`src/rtl/mem_port_arbiter_if.sv`:
```
// Bundle of the fetch, load/store and external memory handshakes around the shared memory port.
// The slave modport is the arbiter's view; master is the surrounding core/memory view.
`timescale 1ns/1ps
interface mem_port_arbiter_if;
  logic        ifReq;
  logic [31:0] ifAddr;
  logic        ifReady;
  logic [31:0] ifData;

  logic        lsReq;
  logic        lsWrite;
  logic [31:0] lsAddr;
  logic [31:0] lsWData;
  logic [1:0]  storeCtrl;
  logic [2:0]  loadCtrl;
  logic        lsReady;
  logic [31:0] lsRData;
  logic        lsMisaligned;

  logic        memReq;
  logic        memWrite;
  logic [31:0] memAddr;
  logic [31:0] memWData;
  logic [3:0]  memByteEn;
  logic        memAck;
  logic [31:0] memRData;

  modport slave (
    input  ifReq, ifAddr,
    output ifReady, ifData,
    input  lsReq, lsWrite, lsAddr, lsWData, storeCtrl, loadCtrl,
    output lsReady, lsRData, lsMisaligned,
    output memReq, memWrite, memAddr, memWData, memByteEn,
    input  memAck, memRData
  );

  modport master (
    output ifReq, ifAddr,
    input  ifReady, ifData,
    output lsReq, lsWrite, lsAddr, lsWData, storeCtrl, loadCtrl,
    input  lsReady, lsRData, lsMisaligned,
    input  memReq, memWrite, memAddr, memWData, memByteEn,
    output memAck, memRData
  );
endinterface

```
`src/rtl/mem_port_arbiter.sv`:
```
// Arbitrates the single memory port between instruction fetch and load/store, with starvation
// protection for fetch, lane steering for stores and sign/zero extension for loads.
`timescale 1ns/1ps
module mem_port_arbiter #(
  parameter int unsigned STARVE_LIMIT = 4
) (
  input logic               clk,
  input logic               rst_n,
  mem_port_arbiter_if.slave bus
);

  localparam logic [3:0] StarveMax = 4'(STARVE_LIMIT);

  typedef enum logic [1:0] {StIdle, StBusyIf, StBusyLs, StResp} state_e;
  typedef enum logic [1:0] {SzByte, SzHalf, SzWord} size_e;

  state_e      state_q, state_d;
  logic [3:0]  starve_q, starve_d;
  logic        mem_req_q, mem_req_d;
  logic        mem_write_q, mem_write_d;
  logic [31:0] mem_addr_q, mem_addr_d;
  logic [31:0] mem_wdata_q, mem_wdata_d;
  logic [3:0]  mem_be_q, mem_be_d;
  logic        if_ready_q, if_ready_d;
  logic [31:0] if_data_q, if_data_d;
  logic        ls_ready_q, ls_ready_d;
  logic [31:0] ls_rdata_q, ls_rdata_d;
  logic        ls_mis_q, ls_mis_d;
  size_e       ld_size_q, ld_size_d;
  logic        ld_signed_q, ld_signed_d;
  logic [1:0]  ld_off_q, ld_off_d;
  logic        ls_write_q, ls_write_d;

  // Decode of the pending load/store request.
  size_e       ls_size;
  logic        ls_signed;
  logic [1:0]  ls_off;
  logic        ls_misaligned;
  logic [3:0]  st_be;
  logic [31:0] st_wdata;

  always_comb begin
    ls_size   = SzWord;
    ls_signed = 1'b0;
    st_be     = 4'b1111;
    st_wdata  = bus.lsWData;
    ls_off    = bus.lsAddr[1:0];
    if (bus.lsWrite) begin
      case (bus.storeCtrl)
        2'b00: begin
          ls_size  = SzByte;
          st_be    = 4'b0001 << ls_off;
          st_wdata = {4{bus.lsWData[7:0]}};
        end
        2'b01: begin
          ls_size  = SzHalf;
          st_be    = 4'b0011 << ls_off;
          st_wdata = {2{bus.lsWData[15:0]}};
        end
        default: ls_size = SzWord;
      endcase
    end else begin
      case (bus.loadCtrl)
        3'b000: begin
          ls_size   = SzByte;
          ls_signed = 1'b1;
        end
        3'b001: begin
          ls_size   = SzHalf;
          ls_signed = 1'b1;
        end
        3'b100:  ls_size = SzByte;
        3'b101:  ls_size = SzHalf;
        default: ls_size = SzWord;
      endcase
    end
    ls_misaligned = ((ls_size == SzHalf) && ls_off[0]) ||
                    ((ls_size == SzWord) && (ls_off != 2'b00));
  end

  // Load extraction: shift the addressed lane down to bit 0, then extend.
  logic [31:0] rd_shifted;
  logic [31:0] load_data;

  always_comb begin
    rd_shifted = bus.memRData >> {ld_off_q, 3'b000};
    case (ld_size_q)
      SzByte: load_data = ld_signed_q ? {{24{rd_shifted[7]}}, rd_shifted[7:0]}
                                      : {24'h0, rd_shifted[7:0]};
      SzHalf: load_data = ld_signed_q ? {{16{rd_shifted[15]}}, rd_shifted[15:0]}
                                      : {16'h0, rd_shifted[15:0]};
      default: load_data = bus.memRData;
    endcase
  end

  // Starved fetch pre-empts an otherwise winning load/store.
  logic starve_hit;
  logic grant_ls;
  logic grant_if;

  assign starve_hit = (starve_q == StarveMax) && bus.ifReq;
  assign grant_ls   = (state_q == StIdle) && bus.lsReq && !starve_hit;
  assign grant_if   = (state_q == StIdle) && bus.ifReq && !grant_ls;

  always_comb begin
    state_d     = state_q;
    starve_d    = starve_q;
    mem_req_d   = mem_req_q;
    mem_write_d = mem_write_q;
    mem_addr_d  = mem_addr_q;
    mem_wdata_d = mem_wdata_q;
    mem_be_d    = mem_be_q;
    if_ready_d  = 1'b0;
    if_data_d   = if_data_q;
    ls_ready_d  = 1'b0;
    ls_rdata_d  = ls_rdata_q;
    ls_mis_d    = ls_mis_q;
    ld_size_d   = ld_size_q;
    ld_signed_d = ld_signed_q;
    ld_off_d    = ld_off_q;
    ls_write_d  = ls_write_q;

    case (state_q)
      StIdle: begin
        if (!bus.ifReq) starve_d = 4'd0;
        if (grant_ls) begin
          if (bus.ifReq && (starve_q != StarveMax)) starve_d = starve_q + 4'd1;
          ld_size_d   = ls_size;
          ld_signed_d = ls_signed;
          ld_off_d    = ls_off;
          ls_write_d  = bus.lsWrite;
          if (ls_misaligned) begin
            // Rejected without touching memory; answer straight from IDLE.
            state_d    = StResp;
            ls_ready_d = 1'b1;
            ls_mis_d   = 1'b1;
            ls_rdata_d = 32'h0;
          end else begin
            state_d     = StBusyLs;
            mem_req_d   = 1'b1;
            mem_write_d = bus.lsWrite;
            mem_addr_d  = bus.lsAddr & 32'hFFFF_FFFC;
            mem_wdata_d = bus.lsWrite ? st_wdata : 32'h0;
            mem_be_d    = bus.lsWrite ? st_be : 4'b0000;
          end
        end else if (grant_if) begin
          starve_d    = 4'd0;
          state_d     = StBusyIf;
          mem_req_d   = 1'b1;
          mem_write_d = 1'b0;
          mem_addr_d  = bus.ifAddr & 32'hFFFF_FFFC;
          mem_wdata_d = 32'h0;
          mem_be_d    = 4'b0000;
        end
      end
      StBusyIf: begin
        if (bus.memAck) begin
          state_d     = StResp;
          mem_req_d   = 1'b0;
          mem_write_d = 1'b0;
          mem_be_d    = 4'b0000;
          if_ready_d  = 1'b1;
          if_data_d   = bus.memRData;
        end
      end
      StBusyLs: begin
        if (bus.memAck) begin
          state_d     = StResp;
          mem_req_d   = 1'b0;
          mem_write_d = 1'b0;
          mem_be_d    = 4'b0000;
          ls_ready_d  = 1'b1;
          ls_mis_d    = 1'b0;
          ls_rdata_d  = ls_write_q ? 32'h0 : load_data;
        end
      end
      default: begin
        state_d  = StIdle;
        ls_mis_d = 1'b0;
      end
    endcase
  end

  always_ff @(posedge clk or negedge rst_n) begin
    if (!rst_n) begin
      state_q     <= StIdle;
      starve_q    <= 4'd0;
      mem_req_q   <= 1'b0;
      mem_write_q <= 1'b0;
      mem_addr_q  <= 32'h0;
      mem_wdata_q <= 32'h0;
      mem_be_q    <= 4'b0000;
      if_ready_q  <= 1'b0;
      if_data_q   <= 32'h0;
      ls_ready_q  <= 1'b0;
      ls_rdata_q  <= 32'h0;
      ls_mis_q    <= 1'b0;
      ld_size_q   <= SzWord;
      ld_signed_q <= 1'b0;
      ld_off_q    <= 2'b00;
      ls_write_q  <= 1'b0;
    end else begin
      state_q     <= state_d;
      starve_q    <= starve_d;
      mem_req_q   <= mem_req_d;
      mem_write_q <= mem_write_d;
      mem_addr_q  <= mem_addr_d;
      mem_wdata_q <= mem_wdata_d;
      mem_be_q    <= mem_be_d;
      if_ready_q  <= if_ready_d;
      if_data_q   <= if_data_d;
      ls_ready_q  <= ls_ready_d;
      ls_rdata_q  <= ls_rdata_d;
      ls_mis_q    <= ls_mis_d;
      ld_size_q   <= ld_size_d;
      ld_signed_q <= ld_signed_d;
      ld_off_q    <= ld_off_d;
      ls_write_q  <= ls_write_d;
    end
  end

  assign bus.memReq       = mem_req_q;
  assign bus.memWrite     = mem_write_q;
  assign bus.memAddr      = mem_addr_q;
  assign bus.memWData     = mem_wdata_q;
  assign bus.memByteEn    = mem_be_q;
  assign bus.ifReady      = if_ready_q;
  assign bus.ifData       = if_data_q;
  assign bus.lsReady      = ls_ready_q;
  assign bus.lsRData      = ls_rdata_q;
  assign bus.lsMisaligned = ls_mis_q;

endmodule
```
`src/flat_wrapper.sv`:
```
// flat-port wrapper written by rule: the top's interface ports become plain ports
module mem_port_arbiter_flat 
#(
  parameter int unsigned STARVE_LIMIT = 4
)
  (clk, rst_n, bus_ifReq, bus_ifAddr, bus_ifReady, bus_ifData, bus_lsReq, bus_lsWrite, bus_lsAddr, bus_lsWData, bus_storeCtrl, bus_loadCtrl, bus_lsReady, bus_lsRData, bus_lsMisaligned, bus_memReq, bus_memWrite, bus_memAddr, bus_memWData, bus_memByteEn, bus_memAck, bus_memRData);
  mem_port_arbiter_if bus_i ();
  input logic clk;
  input logic rst_n;
  input wire logic [$bits(bus_i.ifReq)-1:0] bus_ifReq;
  input wire logic [$bits(bus_i.ifAddr)-1:0] bus_ifAddr;
  output wire logic [$bits(bus_i.ifReady)-1:0] bus_ifReady;
  output wire logic [$bits(bus_i.ifData)-1:0] bus_ifData;
  input wire logic [$bits(bus_i.lsReq)-1:0] bus_lsReq;
  input wire logic [$bits(bus_i.lsWrite)-1:0] bus_lsWrite;
  input wire logic [$bits(bus_i.lsAddr)-1:0] bus_lsAddr;
  input wire logic [$bits(bus_i.lsWData)-1:0] bus_lsWData;
  input wire logic [$bits(bus_i.storeCtrl)-1:0] bus_storeCtrl;
  input wire logic [$bits(bus_i.loadCtrl)-1:0] bus_loadCtrl;
  output wire logic [$bits(bus_i.lsReady)-1:0] bus_lsReady;
  output wire logic [$bits(bus_i.lsRData)-1:0] bus_lsRData;
  output wire logic [$bits(bus_i.lsMisaligned)-1:0] bus_lsMisaligned;
  output wire logic [$bits(bus_i.memReq)-1:0] bus_memReq;
  output wire logic [$bits(bus_i.memWrite)-1:0] bus_memWrite;
  output wire logic [$bits(bus_i.memAddr)-1:0] bus_memAddr;
  output wire logic [$bits(bus_i.memWData)-1:0] bus_memWData;
  output wire logic [$bits(bus_i.memByteEn)-1:0] bus_memByteEn;
  input wire logic [$bits(bus_i.memAck)-1:0] bus_memAck;
  input wire logic [$bits(bus_i.memRData)-1:0] bus_memRData;
  assign bus_i.ifReq = bus_ifReq;
  assign bus_i.ifAddr = bus_ifAddr;
  assign bus_ifReady = bus_i.ifReady;
  assign bus_ifData = bus_i.ifData;
  assign bus_i.lsReq = bus_lsReq;
  assign bus_i.lsWrite = bus_lsWrite;
  assign bus_i.lsAddr = bus_lsAddr;
  assign bus_i.lsWData = bus_lsWData;
  assign bus_i.storeCtrl = bus_storeCtrl;
  assign bus_i.loadCtrl = bus_loadCtrl;
  assign bus_lsReady = bus_i.lsReady;
  assign bus_lsRData = bus_i.lsRData;
  assign bus_lsMisaligned = bus_i.lsMisaligned;
  assign bus_memReq = bus_i.memReq;
  assign bus_memWrite = bus_i.memWrite;
  assign bus_memAddr = bus_i.memAddr;
  assign bus_memWData = bus_i.memWData;
  assign bus_memByteEn = bus_i.memByteEn;
  assign bus_i.memAck = bus_memAck;
  assign bus_i.memRData = bus_memRData;
  mem_port_arbiter #(.STARVE_LIMIT(STARVE_LIMIT)) u_core (.clk(clk), .rst_n(rst_n), .bus(bus_i));
endmodule
```
`config.mk`:
```
export PLATFORM = sky130hd
export DESIGN_NAME = mem_port_arbiter_flat
export DESIGN_NICKNAME = d
export VERILOG_FILES = /design/src/rtl/mem_port_arbiter_if.sv /design/src/rtl/mem_port_arbiter.sv /design/src/flat_wrapper.sv
export SDC_FILE = /design/constraint.sdc
export NUM_CORES = 1
export LEC_CHECK = 0
export ABC_AREA = 1
export CAP_MARGIN = 20
export CORE_UTILIZATION = 46
export CTS_BUF_LIST = sky130_fd_sc_hd__clkbuf_8
export DETAILED_ROUTE_END_ITERATION = 12
export PLACE_DENSITY_LB_ADDON = 0.15
export SKIP_CTS_REPAIR_TIMING = 1
export SLEW_MARGIN = 20
export SYNTH_ARGS = -nofsm -noshare
export SYNTH_HDL_FRONTEND = slang
export SYNTH_SLANG_ARGS = --single-unit
```
`constraint.sdc`:
```
create_clock -name clk -period 2.1 [get_ports clk]
set_input_delay 0.315 -clock clk [delete_from_list [all_inputs] [get_ports clk]]
set_output_delay 0.315 -clock clk [all_outputs]
set_load 0.1 [all_outputs]
```
==> results of run 1 <==
cells in the final DEF (no fill, tap or decap), types with 2 or more instances in the layout:
cell | netlist | layout
nand2_1 | 405 | 405
buf_4 | 12 | 157
dfrtp_1 | 146 | 146
clkdlybuf4s50_1 | 0 | 135
o21ai_0 | 65 | 65
inv_1 | 59 | 59
nand3_1 | 59 | 59
o21ai_1 | 48 | 48
nor2_1 | 24 | 24
a21oi_1 | 24 | 24
clkbuf_8 | 0 | 17
o211ai_1 | 14 | 14
o21ai_2 | 9 | 9
buf_12 | 0 | 9
inv_2 | 6 | 6
o221a_2 | 6 | 6
ha_1 | 6 | 6
inv_6 | 0 | 6
nand2_2 | 5 | 5
clkinvlp_4 | 0 | 5
o22ai_1 | 4 | 4
nor2_2 | 3 | 3
a31o_2 | 3 | 3
nand4_1 | 2 | 2
nand2_4 | 2 | 2
nand3_2 | 2 | 2
conb_1 | 1 | 2
clkinv_4 | 0 | 2
area by class of cell:
class	instances	area [um2]
inverters	65	244.0
fillers	1357	4999
diodes	1	2.502
multi-input cells	691	3149
clock inverters	15	123.9
clock buffers	17	234.0
flip-flops and latches	147	3680
repair buffers	303	2731
well taps	211	264.0
through the flow:
stage	util, %	hold WS, ps	area (um2)	cells
2_1_floorplan	-	19.41	7396	958
3_3_place_gp	65.20	286.9	10060	1416
3_5_place_dp	65.20	284.9	10060	1416
4_1_cts	67.52	-222.5	10420	1448
5_1_grt	67.60	377.9	10430	1450
6_report	67.60	348.4	10430	1450
kinds of logic (layout without fill, tap and decap cells):
logic type	after synthesis	count (layout)	share of synthesized area, %
xor+xnor	2	2	0.2370
other cells	1	3	0.05073
simple gates	505	505	27.52
flops	147	147	49.78
mux	1	1	0.1354
fa+ha+maj	6	6	1.016
compound gates	175	175	13.59
buf+inv	120	400	7.668
flip-flops by register name (all words and copies together), names as in the netlist, 2 cells and up:
signal,count
u_core.bus.ifData,32
u_core.bus.lsRData,32
u_core.bus.memWData,32
u_core.bus.memAddr,30
u_core.bus.memByteEn,4
u_core.starve_q,4
u_core.ld_off_q,2
u_core.ld_size_q,2
u_core.state_q,2
worst paths after layout:
kind,startpoint,endpoint,slack [ps]
max in group asynchronous,rst_n,u_core.bus.lsRData[10],1110
worst min register to register,u_core.bus.memAddr[31],u_core.bus.memAddr[31],480
min in group clk,bus_loadCtrl[2],u_core.ld_signed_q,410
worst max register to register,u_core.state_q[0],u_core.bus.lsRData[19],230
worst min-delay path,rst_n,u_core.bus.ifData[18],350
worst max-delay path,u_core.state_q[0],u_core.bus.lsRData[19],230
routing by layer:
metal | global-route usage, % | up-vias
met4 | 13.29 | 0
met5 | 0 | -
li1 | - | 3601
met2 | 44.96 | 332
met1 | 34.77 | 3316
met3 | 6.570 | 51
==> results by group, run 1 <==
Status
  • Status: finished, final reports clean

Clock network
  • Number of buffers on the longest clock path: 2
  • Root buf cell: clkbuf_8
  • Reg clk slew, reported paths: 90 ps
  • Sinks on Clock Net: between 100 and 150
  • CTS tree: yes
  • Inserted Clock Buffers: 17
  • Worst-Skew Late Latency: ~470 ps
  • H-tree depth: 4

Synth
  • Synth top area cells: dfrtp_1 49%, nand2_1 21%, o21ai_0 4.4%
  • Post-synth top flop: dfrtp_1
  • Syn Inst Count: 957
  • Commonest cells in the netlist: 405 x nand2_1, 146 x dfrtp_1, 65 x o21ai_0
  • Cell taking the most area after synthesis: dfrtp_1
  • Top-count cell post-synth: nand2_1
  • Post-synth top area share: 49.42%
  • YS warnings: 0
  • Netlist cell types: 36
  • Post-synth ARST share: 100.0%
  • Mapped Area: ~7400 um2
  • Yosys reg bits: 147
  • Sequential share of the synthesized area: around half
  • EDFF count, synth: 0
  • Synthesized area per cell: 7.724 um2

Route
  • Via count: 7300
  • DRC violation total after the first TritonRoute iteration: approximately 550
  • Antenna viol nets, final: 0
  • DR pass1 iterations: 6
  • DR WL/cell: 15.28 um
  • Routed wl met3: between 1500 and 2000 um
  • Final WL: between 20000 and 25000 um
  • DRT met1 WL: ~9000 um
  • Met2 wire len: approximately 11000 um
  • Vias/cell: 5.034
  • # DRC: 0
  • Top Layer Used: met4

Placement
  • Worst slack, placed: between 30 and 40 ps
  • GP Congestion: 0.9249
  • Number of port buffers: 271
  • HPWL Detailed: 16370 um

Global route
  • First-pass GRT wire length: approximately 35000 um
  • Vias in the first global route: 6895
  • Initial antenna violation count: 1
  • Total GRT Usage: roughly 28%
  • Gr ovfl total: 0
  • Largest net degree at the start of global routing: 63

Critical path
  • Crit-path max FO: 29
  • Worst path arrival time: 2260 ps
  • R2R cell count: 8
  • Worst Path Required: roughly 2500 ps
  • Kind of cell adding the most delay to the critical path: buffers and inverters
  • Levels on crit path: 8
  • CP cell instances: inv_1 -> ha_1 -> buf_4 -> inv_1 -> a21oi_1 -> nand4_2 -> buf_12 -> o21ai_0
  • CP max stage delay: 410 ps
  • Crit path max-delay cell type: dfrtp_1
  • WS Path Type: flip-flop to flip-flop
  • CP Capture Type: flip-flop
  • Most common cell on crit path: inv_1
  • Buf+Inv Stages, Crit Path: 4
  • Startpoint type of the worst setup path: flip-flop

Flow run
  • Max Cap Viol: 0

Timing
  • Minimum clock period after layout: ~1900 ps
  • Final Hold Viols: 0
  • Setup_tns: 0 ps
  • Tcrit/Tclk final: about 89%
  • Final Max Slew Viols: 0
  • Fin worst setup slack: between 200 and 250 ps
  • Fmax: approximately 0.53 GHz
  • Worst Clk Skew: just under 10 ps
  • Unrepaired setup endpoints after global routing: no
  • Final setup viols: 0

Floorplan
  • Core area: roughly 15000 um2
  • Die Width: between 100 and 150 um
  • Die H: between 100 and 150 um
  • I/O pins: between 200 and 300
  • Initial core utilization: ~48%
  • Die area: between 15000 and 20000 um2
  • Floorplan row count: between 40 and 50

Worst hold path
  • Min-delay worst type: primary input to async pin

Final layout
  • Area delta synth->final: 41.08%
  • Share of cells above drive strength 1: between 10% and 20%
  • Nets@finish: 1370
Power of run 1 is left out: the tool's default activity adds up to more than one toggle a clock period on the data nets, which glitch-free logic cannot reach.
==> run 2, diff against run 1 <==
--- a/config.mk
+++ b/config.mk
@@ -7,6 +7,7 @@
 export LEC_CHECK = 0
 export ABC_AREA = 1
 export CAP_MARGIN = 20
+export CORE_MARGIN = 1
 export CORE_UTILIZATION = 46
 export CTS_BUF_LIST = sky130_fd_sc_hd__clkbuf_8
 export DETAILED_ROUTE_END_ITERATION = 12
==> constraint.sdc (replaced) <==
create_clock -name clk -period 2.1 [get_ports clk]
set_input_delay 0.315 -clock clk [delete_from_list [all_inputs] [get_ports clk]]
set_output_delay 0.315 -clock clk [all_outputs]
set_load 0.005 [all_outputs]
==> run 2 against run 1 <==
Compared with the run above:
- register-to-register slack worse by 60 ps
- sequential share of layout area is 1.2 points lower
- setup slack worse by 59 ps
- global-route usage is 0.48 points higher
- first-iteration DRC count is 9.9% higher
- via count is 0.49% higher
- routed wire length is 0.79% higher
- flip-flop and latch count stayed put
- hold slack worse by 27 ps
- cell count is 0.28% lower
- utilization is 2.3 points higher
- critical path depth is 3 higher
==> results by group, run 2 (synthesized netlist as in run 1, its figures left out) <==
Timing
  • Hold Slack: between 300 and 400 ps
  • Final Max Slew Viols: 0
  • Minimum clock period after layout: between 1500 and 2000 ps
  • Worst Clk Skew: approximately 16 ps
  • Unrepaired setup endpoints after global routing: no
  • Final setup viols: 0
  • Fmax: 0.5184 GHz
  • Tcrit/Tclk final: between 90 and 100%
  • Setup_tns: 0 ps
  • Final Hold Viols: 0

Placement
  • GP Congestion: approximately 0.95
  • Number of port buffers: between 200 and 300
  • Dpl cells: roughly 1400
  • HPWL Detailed: 16500 um

Floorplan
  • Floorplan row count: 45
  • I/O pins: ~280
  • Die Width: between 100 and 150 um
  • Initial core utilization: between 40% and 50%
  • Core area: ~15000 um2
  • Die area: ~17000 um2
  • Die H: 128.8 um

Clock network
  • H-tree depth: 4
  • Worst-Skew Late Latency: between 400 and 500 ps
  • Number of buffers on the longest clock path: 2
  • Root buf cell: clkbuf_8
  • Inserted Clock Buffers: 17
  • CTS tree: yes
  • Sinks on Clock Net: ~150
  • Reg clk slew, reported paths: 90 ps

Final layout
  • Final cell count without fillers: roughly 1400
  • Nets@finish: approximately 1400
  • Area delta synth->final: 45.84%
  • Register area: between 3000 and 4000 um2
  • Fillcell total: 1307
  • Most common cell after layout, fill and taps aside: nand2_1
  • Most frequent cells in the layout: 405 x nand2_1, 270 x clkdlybuf4s50_1, 146 x dfrtp_1
  • Multi-input gate area: 3157 um2
  • Share of cells above drive strength 1: 8.097%
  • N_diodes: 0

Route
  • # DRC: 0
  • DRC violation total after the first TritonRoute iteration: 600
  • DR WL/cell: 15.44 um
  • Final WL: 22330 um
  • Antenna viol nets, final: 0
  • DR pass1 iterations: 7
  • Vias/cell: slightly above 5
  • Via count: approximately 7300

Global route
  • Gr ovfl total: 0
  • Initial antenna violation count: 0
  • Largest net degree at the start of global routing: 63
  • Total GRT Usage: about 28%
  • Vias in the first global route: 6955
  • First-pass GRT wire length: 35530 um

Critical path
  • Startpoint type of the worst setup path: flip-flop
  • Worst reg2reg setup slack: 170 ps
  • Crit path max-delay cell type: dfrtp_1
  • CP startpoint: u_core.state_q[0]
  • CP Capture Type: flip-flop
  • Worst Path Required: between 2000 and 3000 ps
  • R2r endpoint: u_core.bus.memWData[31]
  • CP max stage delay: just over 400 ps
  • Most common cell on crit path: nor2_1
  • Kind of cell adding the most delay to the critical path: simple AND/OR/NAND/NOR gates
  • Levels on crit path: 11
  • CP cell instances: inv_1 -> ha_2 -> nand2_2 -> inv_2 -> nand2_2 -> nor2_4 -> buf_12 -> o21ai_0 -> nor2_1 -> nor2_1 -> nor2_1
  • R2r startpoint: u_core.state_q[0]
  • WS Path Type: flip-flop to flip-flop
  • R2R cell count: 11
  • Crit-path max FO: 30
  • Buf+Inv Stages, Crit Path: 3
  • Worst path arrival time: 2330 ps

Pwr
  • Clock Power Share: 15.1%
  • Sequential share of power: between 30% and 40%
  • Power Internal: ~0.0085 W
  • Pwr Total: roughly 0.014 W
  • Comb pwr share: between 50 and 60%
  • Switch share: just under 40%
  • Pleak: between 5 and 6 nW
  • Switching power: 0.005403 W
  • Maximum VDD drop: around 0.00064 V
  • Pwr dens: around 1300 nW/um2

Worst hold path
  • Min-delay worst type: primary input to async pin

Status
  • Status: finished, final reports clean

Flow run
  • Max Cap Viol: 0
[run 2: worst reg2reg max path: stages (launching register included)]
cell and delay, ps:
dfrtp_1 410, inv_1 120, ha_2 240, nand2_2 70
inv_2 60, nand2_2 190, nor2_4 190, buf_12 190
o21ai_0 150, nor2_1 120, nor2_1 50, nor2_1 100
[run 2: final cells by class]
| class | instances | area share [%] |
|---|---|---|
| Tap cell | 211 | 2.449 |
| Sequential cell | 147 | 34.13 |
| Multi-Input combinational cell | 691 | 29.28 |
| Inverter | 65 | 2.263 |
| Clock buffer | 18 | 2.298 |
| Timing Repair Buffer | 300 | 28.49 |
| Clock inverter | 14 | 1.079 |
[run 2: how the worst max path moves through the flow]
| stage | to |
|---|---|
| after floorplan | u_core.bus.memWData[31] |
| after global placement | u_core.bus.memWData[29] |
| after detailed placement | u_core.bus.memByteEn[2] |
| after CTS | u_core.bus.memWData[29] |
| after global routing | u_core.bus.memWData[31] |
| final | u_core.bus.memWData[31] |
[run 2: metrics by stage]
step           area (um2)  worst slack, ps  util, %
4_1_cts             10760            104.6    69.76
6_report            10780            170.9    69.88
3_5_place_dp        10400            97.81    67.40
3_3_place_gp        10400            117.7    67.40
5_1_grt             10780            18.55    69.88
2_1_floorplan        7396            434.4        -
[run 2: layer usage]
metal	vias to the layer above	global-route usage [%]	wire length, um
li1	3602	-	-
met5	-	0	0
met3	51	7.193	1804
met1	3380	34.68	9202
met2	303	46.36	10570
met4	0	13.01	756
[run 2: power by group through the flow]
| stage | sequential [W] | combinational [W] | clock (W) |
|---|---|---|---|
| floorplan | 0.00470 | 0.00354 | 0 |
| global placement | 0.00468 | 0.00701 | 0 |
| detailed placement | 0.00471 | 0.00713 | 0 |
| CTS | 0.00467 | 0.00716 | 0.00212 |
| global route | 0.00482 | 0.00789 | 0.00226 |
| finish | 0.00467 | 0.00712 | 0.00209 |
No activity file was read; power rests on OpenSTA's default activity.
==> run 3, diff against run 2 <==
--- a/config.mk
+++ b/config.mk
@@ -7,6 +7,7 @@
 export LEC_CHECK = 0
 export ABC_AREA = 1
 export CAP_MARGIN = 20
+export CORE_ASPECT_RATIO = 1.5
 export CORE_MARGIN = 1
 export CORE_UTILIZATION = 46
 export CTS_BUF_LIST = sky130_fd_sc_hd__clkbuf_8
==> run 3 against run 2 <==
Compared with the run above:
- sequential share of layout area is 0.13 points lower
- design area increased by 0.40%
- cell count is 0.55% lower
- largest power group unchanged
- register-to-register slack better by 70 ps
- clock skew is 3.1 ps higher
- critical path type unchanged
==> results by group, run 3 (synthesized netlist as in run 1, its figures left out) <==
Status
  • Status: finished, final reports clean

Pwr
  • Comb pwr share: around 51%
  • Pleak: a little over 5 nW
  • Switch share: between 30% and 40%
  • Pwr dens: around 1300 nW/um2
  • Switching power: 0.005537 W
  • Maximum VDD drop: 0.0005985 V
  • Clock Power Share: between 10% and 20%
  • Power Internal: a little under 0.009 W
  • Sequential share of power: between 30% and 40%

Route
  • Vias/cell: approximately 5.1
  • DRC violation total after the first TritonRoute iteration: approximately 330
  • DR WL/cell: 15.99 um
  • Antenna viol nets, final: 0
  • # DRC: 0
  • Via count: around 7300
  • Final WL: ~23000 um
  • DR pass1 iterations: 5

Critical path
  • Crit-path max FO: 25
  • CP Capture Type: flip-flop
  • R2r endpoint: u_core.bus.memWData[19]
  • Setup crit end: u_core.bus.memWData[19]
  • Worst path arrival time: between 2000 and 2500 ps
  • R2R cell count: 11
  • Worst reg2reg setup slack: 240 ps
  • CP startpoint: u_core.state_q[0]
  • Worst Path Required: about 2500 ps
  • Startpoint type of the worst setup path: flip-flop
  • R2r startpoint: u_core.state_q[0]
  • WS Path Type: flip-flop to flip-flop

Placement
  • GP Congestion: ~0.94
  • Dpl cells: 1405
  • Worst slack, placed: 109.3 ps
  • Number of port buffers: ~270
  • HPWL Detailed: 17140 um

Global route
  • Total GRT Usage: ~28%
  • Initial antenna violation count: 0
  • First-pass GRT wire length: about 36000 um
  • Vias in the first global route: just over 7000
  • Largest net degree at the start of global routing: 55
  • Gr ovfl total: 0

Clock network
  • Reg clk slew, reported paths: 100 ps
  • CTS tree: yes
  • Root buf cell: clkbuf_8
  • Inserted Clock Buffers: 17
  • Number of buffers on the longest clock path: 2
  • Worst-Skew Late Latency: 450 ps
  • Sinks on Clock Net: 147
  • H-tree depth: 4

Timing
  • Final Max Slew Viols: 0
  • Worst Clk Skew: around 19 ps
  • Final setup viols: 0
  • Fin worst setup slack: 236.9 ps
  • Minimum clock period after layout: roughly 1900 ps
  • Setup_tns: 0 ps
  • Fmax: around 0.54 GHz
  • Final Hold Viols: 0
  • Unrepaired setup endpoints after global routing: no
  • Tcrit/Tclk final: 88.72%
  • Hold Slack: roughly 300 ps

Floorplan
  • Initial core utilization: 47.10%
  • Floorplan row count: 56
  • Die H: approximately 160 um
  • Core area: 15700 um2
  • Die Width: ~110 um
  • Die area: 16590 um2
  • I/O pins: 276

Worst hold path
  • Min-delay worst type: primary input to async pin

Final layout
  • Final cell count without fillers: ~1400
  • Area delta synth->final: 46.41%
  • Register area: around 3700 um2
  • Most common cell after layout, fill and taps aside: nand2_1
  • Multi-input gate area: approximately 3200 um2
  • Most frequent cells in the layout: 405 x nand2_1, 270 x clkdlybuf4s50_1, 146 x dfrtp_1
  • Nets@finish: between 1000 and 1500
  • Fillcell total: 1375
  • N_diodes: 0
  • Share of cells above drive strength 1: just over 8%

Flow run
  • Max Cap Viol: 0
run 3: layer usage:
layer | routed length (um) | GRT usage (%)
met5 | 0 | 0
met1 | 8613 | 31.60
met4 | 1009 | 14.48
met3 | 1396 | 7.164
met2 | 11970 | 50.25
run 3: power groups by stage:
stage               sequential [W]  combinational [W]  clock [W]
floorplan                  0.00470            0.00354          0
global placement           0.00467            0.00707          0
detailed placement         0.00470            0.00719          0
CTS                        0.00466            0.00720    0.00241
global route               0.00480            0.00796    0.00255
finish                     0.00467            0.00717    0.00236
run 3: final cells by class:
class	count	share of cell area [%]
clock buffers	18	2.289
clock inverters	14	1.549
inverters	65	2.254
multi-input cells	691	29.14
flip-flops and latches	147	34.00
well taps	203	2.347
repair buffers	300	28.42
run 3: stage by stage:
stage / power [W] / util (%) / instance area (um2)
floorplan: 0.008245 / - / 7396
global placement: 0.01174 / 66.19 / 10390
detailed placement: 0.01189 / 66.19 / 10390
CTS: 0.01428 / 68.84 / 10800
global route: 0.01531 / 68.96 / 10820
finish: 0.01419 / 68.96 / 10820
run 3: worst min-delay path by stage:
stage / startpoint / endpoint
after floorplan: rst_n / u_core.bus.ifData[0]
after global placement: rst_n / u_core.bus.ifData[29]
after detailed placement: rst_n / u_core.bus.ifData[31]
after CTS: rst_n / u_core.bus.ifData[31]
after global routing: rst_n / u_core.bus.ifData[31]
final: rst_n / u_core.bus.ifReady
run 3: worst max-delay path: stages, from the launching register on:
cell and delay (ps):
dfrtp_1 410, inv_1 120, ha_2 270, nand2_2 80
inv_2 60, nand2_2 120, inv_2 130, nand2_4 90
nand2_4 170, buf_12 180, nand2_1 60, o21ai_1 80
==> edit, RTL diff (settings of run 3) <==
Take the reset off `ls_rdata_q` and load it in a clocked block of its own.
--- a/src/rtl/mem_port_arbiter.sv
+++ b/src/rtl/mem_port_arbiter.sv
@@ -195,3 +195,2 @@
       ls_ready_q  <= 1'b0;
-      ls_rdata_q  <= 32'h0;
       ls_mis_q    <= 1'b0;
@@ -212,3 +211,2 @@
       ls_ready_q  <= ls_ready_d;
-      ls_rdata_q  <= ls_rdata_d;
       ls_mis_q    <= ls_mis_d;
@@ -219,2 +217,6 @@
     end
+  end
+
+  always_ff @(posedge clk) begin
+    ls_rdata_q <= ls_rdata_d;
   end
Function: differs if rst_n is asserted again (counterexample within 4 cycles, from zero or initial values and one cycle with rst_n low); with rst_n held inactive, the same outputs for 4 cycles.
==> edit against run 3 <==
- cell area rose by 2.2%
- routed wire length decreased by 4.4%
- core utilization down 0.64 points
- sequential cell count is the same
- total power fell by 2.0%
- final cell count down 0.35%
- via count decreased by 1.6%
- synthesized area is 3.1% higher
- first-iteration DRC count is 24% lower
- worst setup slack gained 0.0085 ns
- synthesized cell count fell by 1.8%
==> edit: results (changes against run 3) <==
INFO  metric detailedPlacementHpwl = 16.65 mm (was 17.14 mm)
INFO  metric number_of_clock_buffers_in_the_layout = 17 (was 18)
INFO  metric finalNonFillerCells = 1,433 (was 1,438)
INFO  metric routed-wl-met2 = 11.36 mm (was 11.97 mm)
INFO  metric met2_capacity_usage_during_global_routing = 0.4666 (was 0.5025)
INFO  metric grt_usage = 0.2700 (was 0.2842)
INFO  metric ir_worst_vdd = 0.6802 mV (was 0.5985 mV)
INFO  metric status = finished, final reports clean (unchanged)
INFO  metric synthXorXnorAreaFrac = 0.002297 (was 0.002370)
INFO  metric power.internal = 0.008652 W (was 0.008655 W)
INFO  metric regToRegEndpoint = u_core.bus.memAddr[20]$_DFFE_PN0P_ (was u_core.bus.memWData[19]$_DFFE_PN0P_)
INFO  metric power_leakage = 5.185 nW (was 5.127 nW)
INFO  metric synthMuxAreaShare = 0 (was 0.001354)
INFO  metric placed_instances = 1,400 (was 1,405)
INFO  metric postSynth.asyncResetShare = 0.7823 (was 1.000)
INFO  metric cpLargestDelayFamily = buffers and inverters (was simple AND/OR/NAND/NOR gates)
INFO  metric final.signal_inverter_count = 76 (was 65)
INFO  metric drt-total-wl = 21.98 mm (was 22.99 mm)
INFO  metric multi_input_comb_area = 3176 sq um (was 3154 sq um)
INFO  metric layout.filler_cells = 1,387 (was 1,375)
INFO  metric synth-adder-area-share = 0.009846 (was 0.01016)
INFO  metric layout.nonclk_buf_frac = 0.2833 (was 0.2842)
INFO  metric timing.clock.skew = 0.01262 ns (was 0.01874 ns)
INFO  metric sequential_cell_area = 3840 sq um (was 3680 sq um)
INFO  metric grt_start_max_net_pins = 59 (was 55)
INFO  metric drt_first_iter_violations = 254 (was 334)
INFO  metric viasPerCell = 5.019 (was 5.082)
INFO  metric fin_ws = 0.2454 ns (was 0.2369 ns)
INFO  metric synth-edff-count = 32 (was 0)
INFO  metric areaGrowthSynthToFinish = 45.06% (was 46.41%)
edit: changes by cell type in the layout (fill, tap and decap cells not counted), moves of 21 or more:
| cell | run 3 | this run |
|---|---|---|
| sky130_fd_sc_hd__dfrtp_1 | 146 | 114 |
| sky130_fd_sc_hd__nand2_1 | 405 | 337 |
| sky130_fd_sc_hd__o21ai_2 | 9 | 30 |
| sky130_fd_sc_hd__o21ai_1 | 48 | 0 |
| sky130_fd_sc_hd__edfxtp_1 | 0 | 32 |
| sky130_fd_sc_hd__nand2_2 | 5 | 32 |
edit: power by group through the flow:
stage | Combinational [W] | Sequential, W | Clock (W)
floorplan | 0.00337 | 0.00497 | 0
global placement | 0.00683 | 0.00494 | 0
detailed placement | 0.00695 | 0.00497 | 0
CTS | 0.00696 | 0.00493 | 0.00214
global route | 0.00764 | 0.00506 | 0.00225
finish | 0.00691 | 0.00492 | 0.00209
